`src/rtl/axis_pkg.sv`:
```
// ----------------------------------------------------------------------------
// axis_pkg
// Shared definitions for the AXI-Stream pipeline register:
//   - axis_reg_type_e : stage implementation selector (bypass / simple / skid)
//   - axis_*_offset   : bit offsets of each sideband field inside the packed
//                       per-stage word (DATA at bit 0, then KEEP, LAST, ID,
//                       DEST, USER; a field only takes space when enabled)
//   - axis_word_width : total width of the packed word
// ----------------------------------------------------------------------------
package axis_pkg;

    typedef enum int unsigned {
        AXIS_REG_BYPASS = 0,
        AXIS_REG_SIMPLE = 1,
        AXIS_REG_SKID   = 2
    } axis_reg_type_e;

    function automatic int unsigned axis_keep_offset(input int unsigned data_w);
        return data_w;
    endfunction

    function automatic int unsigned axis_last_offset(
        input int unsigned data_w,
        input int unsigned keep_en, input int unsigned keep_w
    );
        return axis_keep_offset(data_w) + ((keep_en != 0) ? keep_w : 32'd0);
    endfunction

    function automatic int unsigned axis_id_offset(
        input int unsigned data_w,
        input int unsigned keep_en, input int unsigned keep_w,
        input int unsigned last_en
    );
        return axis_last_offset(data_w, keep_en, keep_w) + ((last_en != 0) ? 32'd1 : 32'd0);
    endfunction

    function automatic int unsigned axis_dest_offset(
        input int unsigned data_w,
        input int unsigned keep_en, input int unsigned keep_w,
        input int unsigned last_en,
        input int unsigned id_en,   input int unsigned id_w
    );
        return axis_id_offset(data_w, keep_en, keep_w, last_en) + ((id_en != 0) ? id_w : 32'd0);
    endfunction

    function automatic int unsigned axis_user_offset(
        input int unsigned data_w,
        input int unsigned keep_en, input int unsigned keep_w,
        input int unsigned last_en,
        input int unsigned id_en,   input int unsigned id_w,
        input int unsigned dest_en, input int unsigned dest_w
    );
        return axis_dest_offset(data_w, keep_en, keep_w, last_en, id_en, id_w)
               + ((dest_en != 0) ? dest_w : 32'd0);
    endfunction

    function automatic int unsigned axis_word_width(
        input int unsigned data_w,
        input int unsigned keep_en, input int unsigned keep_w,
        input int unsigned last_en,
        input int unsigned id_en,   input int unsigned id_w,
        input int unsigned dest_en, input int unsigned dest_w,
        input int unsigned user_en, input int unsigned user_w
    );
        return axis_user_offset(data_w, keep_en, keep_w, last_en, id_en, id_w, dest_en, dest_w)
               + ((user_en != 0) ? user_w : 32'd0);
    endfunction

endpackage

```
`src/rtl/ifc_axis.sv`:
```
// ----------------------------------------------------------------------------
// ifc_axis
// AXI-Stream bundle carrying its own clock and reset.
//   clk, rst : interface ports, shared by both ends
//   tdata, tvalid, tready, tlast, tkeep, tid, tdest, tuser : stream fields
// Modports: slave (receives a stream), master (drives a stream).
// ----------------------------------------------------------------------------
interface ifc_axis #(
    parameter int DATA_WIDTH = 8,
    parameter int KEEP_WIDTH = (DATA_WIDTH + 7) / 8,
    parameter int ID_WIDTH   = 8,
    parameter int DEST_WIDTH = 8,
    parameter int USER_WIDTH = 1
) (
    input logic clk,
    input logic rst
);
    logic [DATA_WIDTH-1:0] tdata;
    logic                  tvalid;
    logic                  tready;
    logic                  tlast;
    logic [KEEP_WIDTH-1:0] tkeep;
    logic [ID_WIDTH-1:0]   tid;
    logic [DEST_WIDTH-1:0] tdest;
    logic [USER_WIDTH-1:0] tuser;

    modport slave (
        input  clk, rst, tdata, tvalid, tlast, tkeep, tid, tdest, tuser,
        output tready
    );

    modport master (
        input  clk, rst, tready,
        output tdata, tvalid, tlast, tkeep, tid, tdest, tuser
    );
endinterface

```
`src/rtl/axis_reg_stage.sv`:
```
// ----------------------------------------------------------------------------
// axis_reg_stage
// One pipeline stage operating on a packed word.
//   REG_TYPE = AXIS_REG_SIMPLE : single register, ready = m_ready | !valid
//   REG_TYPE = AXIS_REG_SKID   : primary + expansion register, ready is
//                                !exp_valid (no combinational ready path)
// Ports:
//   clk_i, rst_i            clock, asynchronous active-high reset
//   s_data_i/s_valid_i/s_ready_o  upstream handshake
//   m_data_o/m_valid_o/m_ready_i  downstream handshake
//   occ_o                   beats held (only with AXIS_PIPELINE_REG_STATS_EN)
// Valid flags are reset; data registers are not.
// ----------------------------------------------------------------------------
module axis_reg_stage
    import axis_pkg::*;
#(
    parameter int WIDTH    = 8,
    parameter int REG_TYPE = 2
) (
    input  logic             clk_i,
    input  logic             rst_i,
    input  logic [WIDTH-1:0] s_data_i,
    input  logic             s_valid_i,
    output logic             s_ready_o,
    output logic [WIDTH-1:0] m_data_o,
    output logic             m_valid_o,
    input  logic             m_ready_i
`ifdef AXIS_PIPELINE_REG_STATS_EN
    ,
    output logic [1:0]       occ_o
`endif
);

    if (REG_TYPE == int'(AXIS_REG_SIMPLE)) begin : g_simple
        logic             valid_q, valid_d;
        logic [WIDTH-1:0] data_q, data_d;

        assign s_ready_o = m_ready_i | ~valid_q;

        always_comb begin
            valid_d = valid_q;
            data_d  = data_q;
            if (s_ready_o) begin
                valid_d = s_valid_i;
                data_d  = s_data_i;
            end
        end

        always_ff @(posedge clk_i or posedge rst_i) begin
            if (rst_i) valid_q <= 1'b0;
            else       valid_q <= valid_d;
        end

        always_ff @(posedge clk_i) begin
            data_q <= data_d;
        end

        assign m_data_o  = data_q;
        assign m_valid_o = valid_q;
`ifdef AXIS_PIPELINE_REG_STATS_EN
        assign occ_o = {1'b0, valid_q};
`endif
    end else begin : g_skid
        logic             prim_valid_q, prim_valid_d;
        logic             exp_valid_q, exp_valid_d;
        logic [WIDTH-1:0] prim_q, prim_d;
        logic [WIDTH-1:0] exp_q, exp_d;

        assign s_ready_o = ~exp_valid_q;

        // Expansion always holds the older beat, so it is emitted first.
        always_comb begin
            prim_valid_d = prim_valid_q;
            prim_d       = prim_q;
            exp_valid_d  = exp_valid_q;
            exp_d        = exp_q;
            if (exp_valid_q) begin
                if (m_ready_i) exp_valid_d = 1'b0;
            end else if (prim_valid_q && !m_ready_i) begin
                if (s_valid_i) begin
                    exp_valid_d = 1'b1;
                    exp_d       = prim_q;
                    prim_d      = s_data_i;
                end
            end else begin
                prim_valid_d = s_valid_i;
                prim_d       = s_data_i;
            end
        end

        always_ff @(posedge clk_i or posedge rst_i) begin
            if (rst_i) begin
                prim_valid_q <= 1'b0;
                exp_valid_q  <= 1'b0;
            end else begin
                prim_valid_q <= prim_valid_d;
                exp_valid_q  <= exp_valid_d;
            end
        end

        always_ff @(posedge clk_i) begin
            prim_q <= prim_d;
            exp_q  <= exp_d;
        end

        assign m_valid_o = exp_valid_q | prim_valid_q;
        assign m_data_o  = exp_valid_q ? exp_q : prim_q;
`ifdef AXIS_PIPELINE_REG_STATS_EN
        assign occ_o = {1'b0, prim_valid_q} + {1'b0, exp_valid_q};
`endif
    end

endmodule

```
`src/rtl/axis_pipeline_reg.sv`:
```
// ----------------------------------------------------------------------------
// axis_pipeline_reg
// AXI-Stream pipeline register: LENGTH cascaded axis_reg_stage instances
// (REG_TYPE 1 = simple, 2 = skid) or a combinational bypass (REG_TYPE 0).
// Ports:
//   s_axis_ifc      upstream stream (clk/rst of the block are taken from it)
//   m_axis_ifc      downstream stream
//   stat_occupancy  beats currently held        (AXIS_PIPELINE_REG_STATS_EN)
//   stat_stall_cnt  saturating count of cycles with m_tvalid & !m_tready
//                                                (AXIS_PIPELINE_REG_STATS_EN)
// Disabled output fields are constant: tkeep all-ones, others zero.
// ----------------------------------------------------------------------------
module axis_pipeline_reg
    import axis_pkg::*;
#(
    parameter int DATA_WIDTH  = 8,
    parameter int KEEP_ENABLE = (DATA_WIDTH > 8),
    parameter int KEEP_WIDTH  = (DATA_WIDTH + 7) / 8,
    parameter int LAST_ENABLE = 0,
    parameter int ID_ENABLE   = 0,
    parameter int DEST_ENABLE = 0,
    parameter int USER_ENABLE = 0,
    parameter int ID_WIDTH    = 8,
    parameter int DEST_WIDTH  = 8,
    parameter int USER_WIDTH  = 1,
    parameter int REG_TYPE    = 2,
    parameter int LENGTH      = 2
) (
    ifc_axis.slave  s_axis_ifc,
    ifc_axis.master m_axis_ifc
`ifdef AXIS_PIPELINE_REG_STATS_EN
    ,
    output logic [$clog2(2*LENGTH+1)-1:0] stat_occupancy,
    output logic [31:0]                   stat_stall_cnt
`endif
);

    localparam int unsigned KEEP_OFF = axis_keep_offset(DATA_WIDTH);
    localparam int unsigned LAST_OFF = axis_last_offset(DATA_WIDTH, KEEP_ENABLE, KEEP_WIDTH);
    localparam int unsigned ID_OFF   = axis_id_offset(DATA_WIDTH, KEEP_ENABLE, KEEP_WIDTH,
                                                      LAST_ENABLE);
    localparam int unsigned DEST_OFF = axis_dest_offset(DATA_WIDTH, KEEP_ENABLE, KEEP_WIDTH,
                                                        LAST_ENABLE, ID_ENABLE, ID_WIDTH);
    localparam int unsigned USER_OFF = axis_user_offset(DATA_WIDTH, KEEP_ENABLE, KEEP_WIDTH,
                                                        LAST_ENABLE, ID_ENABLE, ID_WIDTH,
                                                        DEST_ENABLE, DEST_WIDTH);
    localparam int unsigned WORD_W   = axis_word_width(DATA_WIDTH, KEEP_ENABLE, KEEP_WIDTH,
                                                       LAST_ENABLE, ID_ENABLE, ID_WIDTH,
                                                       DEST_ENABLE, DEST_WIDTH,
                                                       USER_ENABLE, USER_WIDTH);

    logic clk;
    logic rst;
    assign clk = s_axis_ifc.clk;
    assign rst = s_axis_ifc.rst;

    logic [WORD_W-1:0] s_word;
    logic [WORD_W-1:0] m_word;

    // Fields are packed with shifts rather than part-selects so that the
    // offsets of disabled fields never produce out-of-range selects.
    always_comb begin
        s_word = WORD_W'(s_axis_ifc.tdata);
        if (KEEP_ENABLE != 0) s_word = s_word | (WORD_W'(s_axis_ifc.tkeep) << KEEP_OFF);
        if (LAST_ENABLE != 0) s_word = s_word | (WORD_W'(s_axis_ifc.tlast) << LAST_OFF);
        if (ID_ENABLE   != 0) s_word = s_word | (WORD_W'(s_axis_ifc.tid)   << ID_OFF);
        if (DEST_ENABLE != 0) s_word = s_word | (WORD_W'(s_axis_ifc.tdest) << DEST_OFF);
        if (USER_ENABLE != 0) s_word = s_word | (WORD_W'(s_axis_ifc.tuser) << USER_OFF);
    end

    assign m_axis_ifc.tdata = m_word[DATA_WIDTH-1:0];
    assign m_axis_ifc.tkeep = (KEEP_ENABLE != 0) ? KEEP_WIDTH'(m_word >> KEEP_OFF) : '1;
    assign m_axis_ifc.tlast = (LAST_ENABLE != 0) ? 1'(m_word >> LAST_OFF) : 1'b0;
    assign m_axis_ifc.tid   = (ID_ENABLE   != 0) ? ID_WIDTH'(m_word >> ID_OFF) : '0;
    assign m_axis_ifc.tdest = (DEST_ENABLE != 0) ? DEST_WIDTH'(m_word >> DEST_OFF) : '0;
    assign m_axis_ifc.tuser = (USER_ENABLE != 0) ? USER_WIDTH'(m_word >> USER_OFF) : '0;

`ifdef AXIS_PIPELINE_REG_STATS_EN
    localparam int OCC_W = $clog2(2*LENGTH+1);
    logic [OCC_W-1:0] occ_sum;
    logic [31:0]      stall_cnt_q, stall_cnt_d;
`endif

    if (REG_TYPE == int'(AXIS_REG_BYPASS)) begin : g_bypass
        assign m_word            = s_word;
        assign m_axis_ifc.tvalid = s_axis_ifc.tvalid;
        assign s_axis_ifc.tready = m_axis_ifc.tready;
`ifdef AXIS_PIPELINE_REG_STATS_EN
        assign occ_sum = '0;
`endif
    end else begin : g_chain
        logic [WORD_W-1:0] chain_data  [LENGTH+1];
        logic              chain_valid [LENGTH+1];
        logic              chain_ready [LENGTH+1];
`ifdef AXIS_PIPELINE_REG_STATS_EN
        logic [1:0]        stage_occ   [LENGTH];
`endif

        assign chain_data[0]       = s_word;
        assign chain_valid[0]      = s_axis_ifc.tvalid;
        assign s_axis_ifc.tready   = chain_ready[0];
        assign m_word              = chain_data[LENGTH];
        assign m_axis_ifc.tvalid   = chain_valid[LENGTH];
        assign chain_ready[LENGTH] = m_axis_ifc.tready;

        for (genvar i = 0; i < LENGTH; i++) begin : g_stage
            axis_reg_stage #(
                .WIDTH    (WORD_W),
                .REG_TYPE (REG_TYPE)
            ) u_stage (
                .clk_i     (clk),
                .rst_i     (rst),
                .s_data_i  (chain_data[i]),
                .s_valid_i (chain_valid[i]),
                .s_ready_o (chain_ready[i]),
                .m_data_o  (chain_data[i+1]),
                .m_valid_o (chain_valid[i+1]),
                .m_ready_i (chain_ready[i+1])
`ifdef AXIS_PIPELINE_REG_STATS_EN
                ,
                .occ_o     (stage_occ[i])
`endif
            );
        end

`ifdef AXIS_PIPELINE_REG_STATS_EN
        always_comb begin
            occ_sum = '0;
            for (int unsigned i = 0; i < LENGTH; i++) begin
                occ_sum = occ_sum + OCC_W'(stage_occ[i]);
            end
        end
`endif
    end

`ifdef AXIS_PIPELINE_REG_STATS_EN
    always_comb begin
        stall_cnt_d = stall_cnt_q;
        if (m_axis_ifc.tvalid && !m_axis_ifc.tready && (stall_cnt_q != '1)) begin
            stall_cnt_d = stall_cnt_q + 32'd1;
        end
    end

    always_ff @(posedge clk or posedge rst) begin
        if (rst) stall_cnt_q <= '0;
        else     stall_cnt_q <= stall_cnt_d;
    end

    assign stat_occupancy = occ_sum;
    assign stat_stall_cnt = stall_cnt_q;
`endif

endmodule

```
`src/flat_wrapper.sv`:
```
// flat-port wrapper written by rule: the top's interface ports become plain ports
module axis_pipeline_reg_flat import axis_pkg::*;
#(
    parameter int DATA_WIDTH  = 8,
    parameter int KEEP_ENABLE = (DATA_WIDTH > 8),
    parameter int KEEP_WIDTH  = (DATA_WIDTH + 7) / 8,
    parameter int LAST_ENABLE = 0,
    parameter int ID_ENABLE   = 0,
    parameter int DEST_ENABLE = 0,
    parameter int USER_ENABLE = 0,
    parameter int ID_WIDTH    = 8,
    parameter int DEST_WIDTH  = 8,
    parameter int USER_WIDTH  = 1,
    parameter int REG_TYPE    = 2,
    parameter int LENGTH      = 2
)
  (clk, rst, s_axis_ifc_tdata, s_axis_ifc_tvalid, s_axis_ifc_tlast, s_axis_ifc_tkeep, s_axis_ifc_tid, s_axis_ifc_tdest, s_axis_ifc_tuser, s_axis_ifc_tready, m_axis_ifc_tready, m_axis_ifc_tdata, m_axis_ifc_tvalid, m_axis_ifc_tlast, m_axis_ifc_tkeep, m_axis_ifc_tid, m_axis_ifc_tdest, m_axis_ifc_tuser);
  ifc_axis #(.DATA_WIDTH(DATA_WIDTH), .KEEP_WIDTH(KEEP_WIDTH), .ID_WIDTH(ID_WIDTH), .DEST_WIDTH(DEST_WIDTH), .USER_WIDTH(USER_WIDTH)) s_axis_ifc_i (.clk(clk), .rst(rst));
  ifc_axis #(.DATA_WIDTH(DATA_WIDTH), .KEEP_WIDTH(KEEP_WIDTH), .ID_WIDTH(ID_WIDTH), .DEST_WIDTH(DEST_WIDTH), .USER_WIDTH(USER_WIDTH)) m_axis_ifc_i (.clk(clk), .rst(rst));
  input wire logic clk;
  input wire logic rst;
  input wire logic [$bits(s_axis_ifc_i.tdata)-1:0] s_axis_ifc_tdata;
  input wire logic [$bits(s_axis_ifc_i.tvalid)-1:0] s_axis_ifc_tvalid;
  input wire logic [$bits(s_axis_ifc_i.tlast)-1:0] s_axis_ifc_tlast;
  input wire logic [$bits(s_axis_ifc_i.tkeep)-1:0] s_axis_ifc_tkeep;
  input wire logic [$bits(s_axis_ifc_i.tid)-1:0] s_axis_ifc_tid;
  input wire logic [$bits(s_axis_ifc_i.tdest)-1:0] s_axis_ifc_tdest;
  input wire logic [$bits(s_axis_ifc_i.tuser)-1:0] s_axis_ifc_tuser;
  output wire logic [$bits(s_axis_ifc_i.tready)-1:0] s_axis_ifc_tready;
  input wire logic [$bits(m_axis_ifc_i.tready)-1:0] m_axis_ifc_tready;
  output wire logic [$bits(m_axis_ifc_i.tdata)-1:0] m_axis_ifc_tdata;
  output wire logic [$bits(m_axis_ifc_i.tvalid)-1:0] m_axis_ifc_tvalid;
  output wire logic [$bits(m_axis_ifc_i.tlast)-1:0] m_axis_ifc_tlast;
  output wire logic [$bits(m_axis_ifc_i.tkeep)-1:0] m_axis_ifc_tkeep;
  output wire logic [$bits(m_axis_ifc_i.tid)-1:0] m_axis_ifc_tid;
  output wire logic [$bits(m_axis_ifc_i.tdest)-1:0] m_axis_ifc_tdest;
  output wire logic [$bits(m_axis_ifc_i.tuser)-1:0] m_axis_ifc_tuser;
  assign s_axis_ifc_i.tdata = s_axis_ifc_tdata;
  assign s_axis_ifc_i.tvalid = s_axis_ifc_tvalid;
  assign s_axis_ifc_i.tlast = s_axis_ifc_tlast;
  assign s_axis_ifc_i.tkeep = s_axis_ifc_tkeep;
  assign s_axis_ifc_i.tid = s_axis_ifc_tid;
  assign s_axis_ifc_i.tdest = s_axis_ifc_tdest;
  assign s_axis_ifc_i.tuser = s_axis_ifc_tuser;
  assign s_axis_ifc_tready = s_axis_ifc_i.tready;
  assign m_axis_ifc_i.tready = m_axis_ifc_tready;
  assign m_axis_ifc_tdata = m_axis_ifc_i.tdata;
  assign m_axis_ifc_tvalid = m_axis_ifc_i.tvalid;
  assign m_axis_ifc_tlast = m_axis_ifc_i.tlast;
  assign m_axis_ifc_tkeep = m_axis_ifc_i.tkeep;
  assign m_axis_ifc_tid = m_axis_ifc_i.tid;
  assign m_axis_ifc_tdest = m_axis_ifc_i.tdest;
  assign m_axis_ifc_tuser = m_axis_ifc_i.tuser;
  axis_pipeline_reg #(.DATA_WIDTH(DATA_WIDTH), .KEEP_ENABLE(KEEP_ENABLE), .KEEP_WIDTH(KEEP_WIDTH), .LAST_ENABLE(LAST_ENABLE), .ID_ENABLE(ID_ENABLE), .DEST_ENABLE(DEST_ENABLE), .USER_ENABLE(USER_ENABLE), .ID_WIDTH(ID_WIDTH), .DEST_WIDTH(DEST_WIDTH), .USER_WIDTH(USER_WIDTH), .REG_TYPE(REG_TYPE), .LENGTH(LENGTH)) u_core (.s_axis_ifc(s_axis_ifc_i), .m_axis_ifc(m_axis_ifc_i));
endmodule
```
`config.mk`:
```
export PLATFORM = sky130hd
export DESIGN_NAME = axis_pipeline_reg_flat
export DESIGN_NICKNAME = d
export VERILOG_FILES = /design/src/rtl/axis_pkg.sv /design/src/rtl/ifc_axis.sv /design/src/rtl/axis_reg_stage.sv /design/src/rtl/axis_pipeline_reg.sv /design/src/flat_wrapper.sv
export SDC_FILE = /design/constraint.sdc
export NUM_CORES = 1
export LEC_CHECK = 0
export ABC_AREA = 1
export BUFFER_PORTS_ARGS = -buffer_cell sky130_fd_sc_hd__buf_4
export CAP_MARGIN = 20
export CORE_MARGIN = 10
export CORE_UTILIZATION = 43
export DETAILED_ROUTE_END_ITERATION = 6
export MAX_ROUTING_LAYER = met4
export PLACE_DENSITY = 0.74
export SLEW_MARGIN = 20
export SYNTH_ARGS = -nofsm -noshare
export SYNTH_HDL_FRONTEND = slang
export SYNTH_SLANG_ARGS = --single-unit
```
`constraint.sdc`:
```
create_clock -name clk -period 1.4 [get_ports clk]
set_input_delay 0.14 -clock clk [delete_from_list [all_inputs] [get_ports clk]]
set_output_delay 0.14 -clock clk [all_outputs]
set_load 0.01 [all_outputs]
```
* Yosys cells after proc, flatten, opt, wreduce, memory -nomap -nowiden
Index checks and enable logic that the tools add are counted.
** Word-level totals
- Bits in read-only memories :: 0
- Memories :: 0
- Register bits after elaboration :: 36
- Word-level logic and storage cells :: 39
- Output and inout port bits :: 29
- Memory bits (writable) :: 0
- Bits of input ports :: 31
- Bits in latches :: 0
** Cells by class
- Equal/unequal tests :: 2
- Div/mod/pow operators :: 0
- Reduce and logical (&&, ||, !) cells :: 9
- $lt $le $gt $ge :: 0
- Bitwise logic cells :: 6
- Shifts and indexed selects :: 0
- $add $sub $neg :: 0
- Multipliers :: 0
- Mux-type cells :: 14
** Operators with widths (number)
- $mux W8 :: 6
- $mux W1 :: 8
- $reduce_and A2 Y1 :: 4
- $reduce_and A3 Y1 :: 2
- $ne A2 B2 Y1 const B :: 2
- $not A1 Y1 :: 4
- $logic_and A1 B1 Y1 :: 2
- $or A1 B1 Y1 :: 2
- $logic_not A1 Y1 :: 1

* Depth between registers and ports, before layout
- Depth in word-level cells :: 4
- Mapped depth :: 5
- Gate-level depth less buffers :: 4

* By module
A second synthesis with hierarchy kept.
** Second synthesis, totals
- Cell total of the unflattened synthesis :: 145
- Area total of the unflattened synthesis :: 1574.0 sq um
** By module, submodules not included
- axis_reg_stage :: area an instance 711.9 sq um, sequential area each 530.5 sq um, cells each 62, instances 2
- axis_pipeline_reg :: area an instance 150.1 sq um, sequential area each 0.0 sq um, cells each 21, instances 1

* Least setup slack after synthesis
Ideal clock, no wire load.
- Path type :: register to register
- Start point :: register u_core.g_chain.g_stage[1].u_stage.g_skid.prim_valid_q
- End point :: register u_core.g_chain.g_stage[1].u_stage.g_skid.prim_q[0], enable pin
- Arrival :: 1089 ps
- Data required time :: 1016 ps
- Buffers on the path :: 0
- Library setup time :: 384 ps
- Cell stages (with the launch flop) :: 4
- Period minus slack after synthesis :: 1473 ps
- Setup slack :: -73 ps
- Cell sequence :: dfrtp_1 inv_1 nor2_1 o21ai_0
** On the way
- Word-level cells in the longest chain between the ends :: 3
** Ends and longest elaborated chain
- start: declaration :: line axis_reg_stage.sv:64 : logic prim_valid_q, prim_valid_d;
- start signal: assignment :: line axis_reg_stage.sv:96 : prim_valid_q <= prim_valid_d;
- $logic_and A1 B1 Y1 :: line axis_reg_stage.sv:79 : end else if (prim_valid_q && !m_ready_i) begin
- $ne A2 B2 Y1 (no line)
- $reduce_and A2 Y1 (no line)
- end signal: assignment :: line axis_reg_stage.sv:102 : prim_q <= prim_d;
- end: declaration :: line axis_reg_stage.sv:66 : logic [WIDTH-1:0] prim_q, prim_d;
No other way between the ends.
A chain may end at the register's enable or synchronous reset.

* Final worst setup path
- Start point :: register u_core.g_chain.g_stage[1].u_stage.g_skid.prim_valid_q
- End point :: register u_core.g_chain.g_stage[1].u_stage.g_skid.prim_q[7], enable pin
The elaborated chain is that of the path after synthesis.

==> impl_metrics.csv <==
group,metric,value,unit
route,wl_met1,790,µm
route,top_layer,"met4",
route,drt_wl_total,2210,µm
cells_and_area,final_nets,194,
route,vias,846,
cells_and_area,layout_common_cells,"nand2_1, edfxtp_1, buf_4",
floorplanning,ioPinCount,60,
sta,worstMarginPinSlew,622,ps
synth,synth_area_leaders,"edfxtp_1, nand2_1, buf_4",
global_route,antenna_found_initial,0,
synth,synth_area_leader_cell,"edfxtp_1",
clock_network,cts_made_buffers,5,
critical_path,critPathKind,"flop to flop",
route,antenna_left,0,
cells_and_area,num_antenna_cells,0,
synth,ys_warn_count,0,
critical_path,reg2reg_slack,40,ps
synth,syn_area_per_cell,11.2,µm²
route,routedWlPerCell,10.4,µm
floorplanning,core,3630,µm²
synth,ys_seq_area_share,66.5,%
place,port_buffers,21,
power_and_ir_drop,power,3820,µW
route,avgViaCountPerCell,3.99,
hold_path,worst_hold_path.endpoint,"u_core.g_chain.g_stage[0].u_stage.g_skid.prim_q[7]$_DFFE_PP_",
sta,hold_viol,0,
sta,setup-violations-final,0,
route,routed-wl-met3,294,µm
flow_run,max_cap_viol_count,0,
clock_network,clk-insertion-delay-late,280,ps
outcome,outcome,"completed",
route,dr.pass1.iters,4,
floorplanning,initial_core_util,43.9,%
place,routabilityCongestion,0.704,
global_route,grt_pass1_vias,892,
critical_path,reg2reg_depth,3,
critical_path,critPathMaxFanout,8,
clock_network,cts_setup_buffers,0,
sta,maxSlewViolCount,0,
hold_path,hp-class,"input port to flop",
power_and_ir_drop,p_leak,0.000830,µW
global_route,track_usage,7.95,%
place,place.detailed.hpwl,1750,µm
power_and_ir_drop,powerDensity,2100,nW/µm²
floorplanning,die_area,6550,µm²
cells_and_area,areaGrowthSynthToFinish,13.6,%
synth,yosysTopAreaCellShare,60.2,%
sta,fin_skew,1.55,ps
critical_path,r2r-end,"u_core.g_chain.g_stage[1].u_stage.g_skid.prim_q[7]$_DFFE_PP_",
critical_path,worst_setup_path_start_kind,"flop",
power_and_ir_drop,ir_worst_vdd,833,µV
critical_path,cp_data_arrival_time,1280,ps
sta,grt_setup_unrepaired,"yes",
power_and_ir_drop,power.share.clock,22.6,%
cells_and_area,drive_above_1_share,22.6,%
clock_network,cts.htree.levels,2,
power_and_ir_drop,seqPwrFrac,47.4,%
route,drt_iter0_markers,50,
sta,fin_crit_sh,97.2,%
global_route,globalRouteOverflowTotal,0,
power_and_ir_drop,swShare,29.8,%
synth,syn_inst,143,
floorplanning,die_y,80.9,µm
cells_and_area,final_common_cell,"nand2_1",
floorplanning,die_w,80.9,µm
sta,min_period,1360,ps
clock_network,clock_path_buffers,2,
critical_path,cp.required,1320,ps
floorplanning,num_rows,22,
hold_path,holdPathStages,1,
clock_network,path_clk_slew,60,ps
synth,syn-cell-area,1600,µm²
critical_path,end_kind,"flop",
synth,ys_seq_elements,36,
clock_network,cts_tree,"yes",
global_route,grt_start_max_net_pins,12,
cells_and_area,finalInstanceArea,1810,µm²
route,drc,0,
power_and_ir_drop,comb_power_share,30.0,%
power_and_ir_drop,internal_power,2680,µW
route,met2WireLength,1090,µm
clock_network,cts_root_buf,"clkbuf_8",
sta,relSlewSlack,58.2,%
place,place_area,1680,µm²
hold_path,hold_start,"s_axis_ifc_tdata[7]",
clock_network,cts.sinks,36,
global_route,grt_pass1_wl,3790,µm
power_and_ir_drop,power_switching,1140,µW
synth,synth_cell_types,14,
sta,fmax,0.735,GHz
-- cell families (layout without fill, tap and decap cells) --
group	Yosys count	after routing	synth area share, %
buf+inv	38	42	16.3
simple gates	64	64	15.5
compound gates	3	3	1.18
flops	36	36	66.5
other cells	2	19	0.471
-- flip-flops by register name, indices dropped and copies added (netlist names) --
name and cells:
u_core.g_chain.g_stage.u_stage.g_skid.exp_valid_q 2, u_core.g_chain.g_stage.u_stage.g_skid.prim_q 16, u_core.g_chain.g_stage.u_stage.g_skid.exp_q 16, u_core.g_chain.g_stage.u_stage.g_skid.prim_valid_q 2
-- cell usage after synthesis --
master,n
nor2_1,2
inv_1,6
edfxtp_1,32
buf_2,1
inv_2,1
conb_1,2
dfrtp_1,4
o21ai_2,1
nand2_1,60
buf_6,1
nand3_1,1
o21ai_0,2
buf_4,29
nand3_2,1
-- metrics by stage --
step / hold WS [ps] / setup WS, ps / std cells / utilization [%] / TNS, ps
final: 30.3 / 38.9 / 212 / 49.9 / 0
after global routing: 13.5 / -81.3 / 212 / 49.9 / -740
after CTS: 17.7 / 17.6 / 212 / 49.5 / 0
after detailed placement: 47.7 / 31.4 / 203 / 46.2 / 0
after global placement: 32.1 / 56.9 / 203 / 46.2 / 0
after floorplan: -93.9 / 121 / 160 / - / 0
-- layer usage --
layer  vias up  GRT usage (%)
met3         4           4.42
met5         -              -
met2        34           12.1
met4         0           5.19
met1       361           7.67
li1        447              -
-- worst max path at each step --
stage | startpoint | endpoint | depth (start not counted)
6_report | flop | u_core.g_chain.g_stage[1].u_stage.g_skid.prim_q[7]$_DFFE_PP_ | 3
5_1_grt | flop | u_core.g_chain.g_stage[1].u_stage.g_skid.prim_q[2]$_DFFE_PP_ | 3
4_1_cts | flop | u_core.g_chain.g_stage[1].u_stage.g_skid.prim_q[4]$_DFFE_PP_ | 3
3_5_place_dp | flop | u_core.g_chain.g_stage[1].u_stage.g_skid.prim_q[5]$_DFFE_PP_ | 1
3_3_place_gp | flop | u_core.g_chain.g_stage[1].u_stage.g_skid.prim_q[1]$_DFFE_PP_ | 1
2_1_floorplan | flop | u_core.g_chain.g_stage[0].u_stage.g_skid.exp_q[0]$_DFFE_PP_ | 3
-- critical path, stage by stage (launching register included) --
cell and delay, ps:
dfrtp_1 370, inv_1 70, nor2_1 60, o21ai_1 500
-- what timing repair did --
item | 4_1_cts | 5_1_grt
setup endpoints to repair | 1 | 16
endpoints found under the hold margin | 4 | 0
hold buffers | 1 | 0
pin swaps | 0 | 1
cloned | 0 | 0
gates resized for setup | 1 | 4
-- power by group through the flow --
stage / combinational (µW) / clock, µW / sequential (µW)
after global placement: 1100 / 0 / 1810
after detailed placement: 1130 / 0 / 1830
after CTS: 1130 / 891 / 1810
after floorplan: 952 / 0 / 1780
final: 1140 / 861 / 1810
after global routing: 1320 / 946 / 1860
-- area by class of cell --
cell class	instances	area, µm²
Timing Repair Buffer	27	216
Multi-Input combinational cell	86	338
Clock inverter	2	35.0
Tap cell	48	60.1
Fill cell	334	1820
Sequential cell	36	1060
Clock buffer	6	72.6
Inverter	7	28.8
(Power assumes the default switching activity.)
